===== src/rtl/program_loader_pkg.sv =====
// ============================================================================
// Module  : program_loader_pkg
// Purpose : Shared types and constants for the program loading path.
// Revision: 1.0 - initial release
// ============================================================================
`default_nettype none

package program_loader_pkg;

    localparam int DATA_W = 8;

    // HLT occupies the upper nibble; driving it keeps the sequencer inert on underflow
    localparam logic [3:0] HLT_OPCODE = 4'h0;

    typedef enum logic [1:0] {
        ST_IDLE    = 2'd0,
        ST_FILL    = 2'd1,
        ST_PROGRAM = 2'd2,
        ST_DONE    = 2'd3
    } loader_state_e;

endpackage

`default_nettype wire


===== src/rtl/program_fifo.sv =====
// ============================================================================
// Module  : program_fifo
// Purpose : Image buffer; circular store with synchronous clear.
// Revision: 1.0 - initial release
// ============================================================================
`default_nettype none

module program_fifo #(
    parameter int DATA_W = 8,
    parameter int DEPTH  = 16,
    parameter int ADDR_W = 4
) (
    input  logic              clk,
    input  logic              resetn,
    input  logic              clr,
    input  logic              push,
    input  logic [DATA_W-1:0] din,
    input  logic              pop,
    output logic [DATA_W-1:0] dout,
    output logic              full,
    output logic              empty,
    output logic [ADDR_W:0]   count
);

    localparam logic [ADDR_W:0]   DEPTH_CNT = (ADDR_W+1)'(DEPTH);
    localparam logic [ADDR_W:0]   CNT_ONE   = (ADDR_W+1)'(1);
    localparam logic [ADDR_W-1:0] PTR_ONE   = ADDR_W'(1);

    logic [DATA_W-1:0] mem_q [DEPTH];
    logic [ADDR_W-1:0] wptr_q;
    logic [ADDR_W-1:0] rptr_q;
    logic [ADDR_W:0]   count_q;
    logic              do_push;
    logic              do_pop;

    assign full    = (count_q == DEPTH_CNT);
    assign empty   = (count_q == '0);
    assign count   = count_q;
    assign dout    = mem_q[rptr_q];
    assign do_push = push && !full;
    assign do_pop  = pop && !empty;

    always_ff @(posedge clk) begin
        if (do_push) begin
            mem_q[wptr_q] <= din;
        end
    end

    always_ff @(posedge clk or negedge resetn) begin
        if (!resetn) begin
            wptr_q  <= '0;
            rptr_q  <= '0;
            count_q <= '0;
        end else if (clr) begin
            wptr_q  <= '0;
            rptr_q  <= '0;
            count_q <= '0;
        end else begin
            if (do_push) begin
                wptr_q <= wptr_q + PTR_ONE;
            end
            if (do_pop) begin
                rptr_q <= rptr_q + PTR_ONE;
            end
            case ({do_push, do_pop})
                2'b10:   count_q <= count_q + CNT_ONE;
                2'b01:   count_q <= count_q - CNT_ONE;
                default: count_q <= count_q;
            endcase
        end
    end

endmodule

`default_nettype wire


===== src/rtl/program_loader.sv =====
// ============================================================================
// Module  : program_loader
// Purpose : Buffers a host program image, then feeds it to the sequencer.
// Revision: 1.0 - initial release
// ============================================================================
`default_nettype none

module program_loader
    import program_loader_pkg::*;
#(
    parameter int DATA_W = program_loader_pkg::DATA_W,
    parameter int DEPTH  = 16,
    parameter int ADDR_W = 4
) (
    input  logic              clk,
    input  logic              resetn,
    input  logic              start,
    input  logic [DATA_W-1:0] ui_in,
    input  logic              in_valid,
    output logic              in_ready,
    input  logic              read_ui_in,
    input  logic              done_load,
    output logic              programming,
    output logic [DATA_W-1:0] prog_data,
    output logic              prog_data_oe,
    output logic [ADDR_W:0]   loaded_cnt,
    output logic              busy,
    output logic              err
);

    localparam logic [ADDR_W:0]   LAST_CNT  = (ADDR_W+1)'(DEPTH - 1);
    localparam logic [ADDR_W:0]   CNT_ONE   = (ADDR_W+1)'(1);
    localparam logic [DATA_W-1:0] FILL_BYTE = {HLT_OPCODE, {(DATA_W-4){1'b0}}};

    loader_state_e     state_q, state_d;
    logic [ADDR_W:0]   loaded_cnt_q, loaded_cnt_d;
    logic              err_q, err_d;

    logic              fifo_clr;
    logic              fifo_push;
    logic              fifo_pop;
    logic [DATA_W-1:0] fifo_dout;
    logic              fifo_full;
    logic              fifo_empty;
    logic [ADDR_W:0]   fifo_count;

    program_fifo #(
        .DATA_W (DATA_W),
        .DEPTH  (DEPTH),
        .ADDR_W (ADDR_W)
    ) u_fifo (
        .clk    (clk),
        .resetn (resetn),
        .clr    (fifo_clr),
        .push   (fifo_push),
        .din    (ui_in),
        .pop    (fifo_pop),
        .dout   (fifo_dout),
        .full   (fifo_full),
        .empty  (fifo_empty),
        .count  (fifo_count)
    );

    always_ff @(posedge clk or negedge resetn) begin
        if (!resetn) begin
            state_q      <= ST_IDLE;
            loaded_cnt_q <= '0;
            err_q        <= 1'b0;
        end else begin
            state_q      <= state_d;
            loaded_cnt_q <= loaded_cnt_d;
            err_q        <= err_d;
        end
    end

    always_comb begin
        state_d      = state_q;
        loaded_cnt_d = loaded_cnt_q;
        err_d        = err_q;
        fifo_clr     = 1'b0;
        fifo_push    = 1'b0;
        fifo_pop     = 1'b0;
        in_ready     = 1'b0;
        programming  = 1'b0;
        prog_data    = '0;
        prog_data_oe = 1'b0;

        case (state_q)
            ST_IDLE: begin
                if (start) begin
                    state_d      = ST_FILL;
                    fifo_clr     = 1'b1;
                    loaded_cnt_d = '0;
                    err_d        = 1'b0;
                end
            end
            ST_FILL: begin
                in_ready  = !fifo_full;
                fifo_push = in_valid && !fifo_full;
                if (fifo_push && (fifo_count == LAST_CNT)) begin
                    state_d = ST_PROGRAM;
                end
            end
            ST_PROGRAM: begin
                programming  = 1'b1;
                prog_data_oe = read_ui_in;
                prog_data    = fifo_empty ? FILL_BYTE : fifo_dout;
                if (read_ui_in) begin
                    if (fifo_empty) begin
                        err_d = 1'b1;
                    end else begin
                        fifo_pop = 1'b1;
                    end
                end
                // Leaving on the final RAM write lets the PC wrap to 0 under T5
                if (done_load) begin
                    loaded_cnt_d = loaded_cnt_q + CNT_ONE;
                    if (loaded_cnt_q == LAST_CNT) begin
                        state_d = ST_DONE;
                    end
                end
            end
            ST_DONE: begin
                state_d = ST_IDLE;
            end
            default: begin
                state_d = ST_IDLE;
            end
        endcase
    end

    assign loaded_cnt = loaded_cnt_q;
    assign err        = err_q;
    assign busy       = (state_q == ST_FILL) || (state_q == ST_PROGRAM);

endmodule

`default_nettype wire


===== config.mk =====
export PLATFORM = sky130hd
export DESIGN_NAME = program_loader
export DESIGN_NICKNAME = d
export VERILOG_FILES = /design/src/rtl/program_loader_pkg.sv /design/src/rtl/program_fifo.sv /design/src/rtl/program_loader.sv
export SDC_FILE = /design/constraint.sdc
export NUM_CORES = 1
export LEC_CHECK = 0
export ABC_AREA = 1
export ABC_CLOCK_PERIOD_IN_PS = 2100
export CORE_ASPECT_RATIO = 0.5
export CORE_MARGIN = 5
export CORE_UTILIZATION = 41
export DETAILED_ROUTE_END_ITERATION = 10
export GPL_TIMING_DRIVEN = 0
export PLACE_DENSITY_LB_ADDON = 0.15
export SKIP_LAST_GASP = 1
export SLEW_MARGIN = 30
export SYNTH_ARGS = -nofsm -noshare
export SYNTH_HDL_FRONTEND = slang
export SYNTH_SLANG_ARGS = --single-unit

===== constraint.sdc =====
create_clock -name clk -period 2.1 [get_ports clk]
set_input_delay 0.42 -clock clk [delete_from_list [all_inputs] [get_ports clk]]
set_output_delay 0.42 -clock clk [all_outputs]
set_load 0.05 [all_outputs]

==> impl_metrics.ini <==
[status]
status = finished with violations
violations = negative setup slack

[synth]
syn_area_um2 = 6420
yosysSeqAreaShare = 0.681
synth-async-reset-ratio = 0.141
synthCells = 537
synth_edf_count = 128
synthFlopType = edfxtp_1
synth_nets = 563
synth-seq-cells = 149
synth_cell_type_count = 35
ys_warn_count = 0
synth_area_per_cell_um2 = 12.0

[sta]
grt_setup_unrepaired = true
finClkSkew_ns = 0.00846
relSlewSlack = 0.497
tightestPinTransition_ns = 0.753
setup_viol = 8
finalSetupTns_ns = -3.89
slew_violations = 0
timing.fmax_mhz = 380
hold_ws_ns = 0.483
finalCriticalPeriod_ns = 2.63
finalHoldViolCount = 0
finalWorstSetupSlack_ns = -0.531
fin_crit_sh = 1.25

[global_route]
grt.overflow.total = 0
met1_usage = 0.273
busiest_layer = met2
grt_max_degree = 22
met3_usage = 0.0704
use_met2 = 0.280
grt_pass1_vias = 4429
grtUsageTotal = 0.192
grt_pass1_wl_mm = 26.5
antenna_found_initial = 0

[setup_path]
startpoint_type = register
r2r_slack_ns = 0.11
cp_slowest_cell = dfrtp_2
worstSetupPathType = reg2out
crit_top_cell = buf_6
cp_num_buf_inv = 5
r2r_start = state_q[1]
worstPathRequired_ns = 1.68
slowest_delay_ns = 0.44
path_max_fanout = 7
worstPathArrival_ns = 2.21
cp-end-kind = output port
crit_family = buffers and inverters
reg2reg_to = u_fifo.mem_q[11][1]
reg2reg_depth = 6
crit_chain = buf_6, inv_6, buf_12, buf_8, o21ai_2, o221ai_2, nand3_1, a21oi_2, buf_6

[drt]
drc = 0
viasPerCell = 5.53
post_drt_wl_per_cell_um = 21.5
drt_iter0_markers = 508
routed_wl_mm = 17.9
drt_first_pass_iters = 5
drt.antenna.violating_nets = 0
vias = 4593

[placed_design]
place_ws_ns = -1.24
gp_congestion = 0.860
dpl.hpwl_mm = 11.1
port_buffers = 31

[clocking]
cts_buffer_depth = 2
clock_sinks = 149
h-tree-depth = 4
root_buffer = clkbuf_16
clk_pin_slew_ns = 0.06
clkLatencyLatePin_ns = 0.42
numCtsBuffers = 17
cts_tree = built

[die]
dieArea_um2 = 18400
die_w_um = 187
start_util = 0.417
rows = 32
die_h_um = 98.5
core_area_um2 = 15400
ios = 32

[pwr]
vdd_drop_max_mv = 1.06
p_total_uw = 10700
powerDensity_nw_per_um2 = 1240
leakagePower_uw = 0.00305

[min_path]
min_path_type = in2async

[final_layout]
nets = 640
fill_cells = 1300
postLayoutCoreUtil = 0.557
antenna_cells = 0
area_growth_pct = 33.5
layout-drive-gt1-share = 0.324

[run]
maxCapViolations = 0
## report_power, final
group	internal [uW]	switching, uW	leakage [uW]
clock network	1660	1290	0.000267
registers	3420	176	0.00142
logic	1470	2630	0.00136
## worst max-delay path by stage
| stage | slack, ns | depth (start not counted) | end | start |
|---|---|---|---|---|
| finish | -0.53 | 9 | prog_data[7] | u_fifo.rptr_q[0] |
| global placement | -1.27 | 7 | prog_data[0] | u_fifo.rptr_q[1] |
| detailed placement | -1.24 | 7 | prog_data[0] | u_fifo.rptr_q[1] |
| CTS | -0.52 | 9 | prog_data[0] | u_fifo.rptr_q[0] |
| floorplan | -0.07 | 8 | prog_data[6] | u_fifo.rptr_q[0] |
| global route | -0.65 | 7 | prog_data[6] | u_fifo.rptr_q[1] |
## layout by cell type, fill, tap and decap left out, types with 9 or more instances in the layout
cell type          n
o221ai_2          16
clkbuf_16         19
inv_1             25
clkdlybuf4s50_1   15
dfrtp_1           15
nand2_1           38
buf_6              9
nor2_1            67
o21ai_0           62
ha_1               9
nor2_4            19
edfxtp_1         128
nand3_1           18
buf_4             20
## worst reg2reg max path, cell delays in order (launching register included)
cell     delay, ns
dfrtp_1       0.41
inv_1         0.14
ha_2          0.24
nand3_4       0.16
inv_2         0.18
nand2_2       0.22
nor2_4        0.32
## Yosys cell counts, types with 2 or more instances
master | n | share of area
inv_1 | 30 | 0.018
ha_1 | 12 | 0.023
edfxtp_1 | 128 | 0.60
o211ai_1 | 2 | 0.0023
nand2_2 | 3 | 0.0029
buf_4 | 3 | 0.0035
inv_2 | 4 | 0.0023
nand2_4 | 3 | 0.0053
xor2_1 | 3 | 0.0041
nand2_1 | 44 | 0.026
nand3_1 | 23 | 0.018
nor3_1 | 4 | 0.0031
o221ai_1 | 30 | 0.041
o21ai_0 | 76 | 0.059
o22ai_1 | 4 | 0.0039
clkbuf_1 | 19 | 0.011
buf_2 | 4 | 0.0031
nand3_2 | 5 | 0.0078
nor4_1 | 2 | 0.0019
a31oi_1 | 2 | 0.0019
a21oi_1 | 12 | 0.0094
nor2_1 | 88 | 0.051
dfrtp_1 | 21 | 0.082
nor2_2 | 4 | 0.0039
## through the flow
stage / instance area, um^2 / cells
after floorplan: 6490 / 537
after global placement: 7060 / 772
after detailed placement: 7050 / 772
after CTS: 8090 / 816
after global routing: 8570 / 831
final: 8570 / 831
## routing by layer
metal  vias to the layer above  wire (um)
met4                         0        320
met1                      2260       8150
met2                       174       7690
li1                       2127          -
met3                        32       1740
met5                         -          0
## final cells by class
cell class                      count  area [um^2]  area share
Buffer                             23          214      0.0250
Clock buffer                       18          429      0.0501
Clock inverter                     14          141      0.0165
Inverter                           35          143      0.0167
Multi-Input combinational cell    328         2360       0.275
Sequential cell                   149         4380       0.511
Tap cell                          204          255      0.0298
Timing Repair Buffer               60          648      0.0757
## repair_timing
item | 4_1_cts | 5_1_grt
setup buffers | 10 | 14
setup endpoints to repair | 142 | 142
pin swaps | 17 | 49
hold endpoints to repair | 21 | 0
gates resized for setup | 170 | 80
gates cloned | 3 | 3
hold buffers | 1 | 0
## kinds of logic (layout without fill, tap and decap cells)
logic type	count (synthesis)	count (layout)	synth area share
AO/OA/AOI/OAI	131	131	0.124
buffers and inverters	61	150	0.0382
flip-flops	149	149	0.681
XOR/XNOR	3	3	0.00410
adder cells (fa/ha/maj)	12	12	0.0234
AND/OR/NAND/NOR	181	182	0.129
## sequential cells by signal (all words and copies together), names as in the netlist
name,cells
u_fifo.rptr_q,4
u_fifo.mem_q,128
state_q,2
u_fifo.count,5
loaded_cnt,5
u_fifo.wptr_q,4
err,1
(Power assumes the default switching activity.)
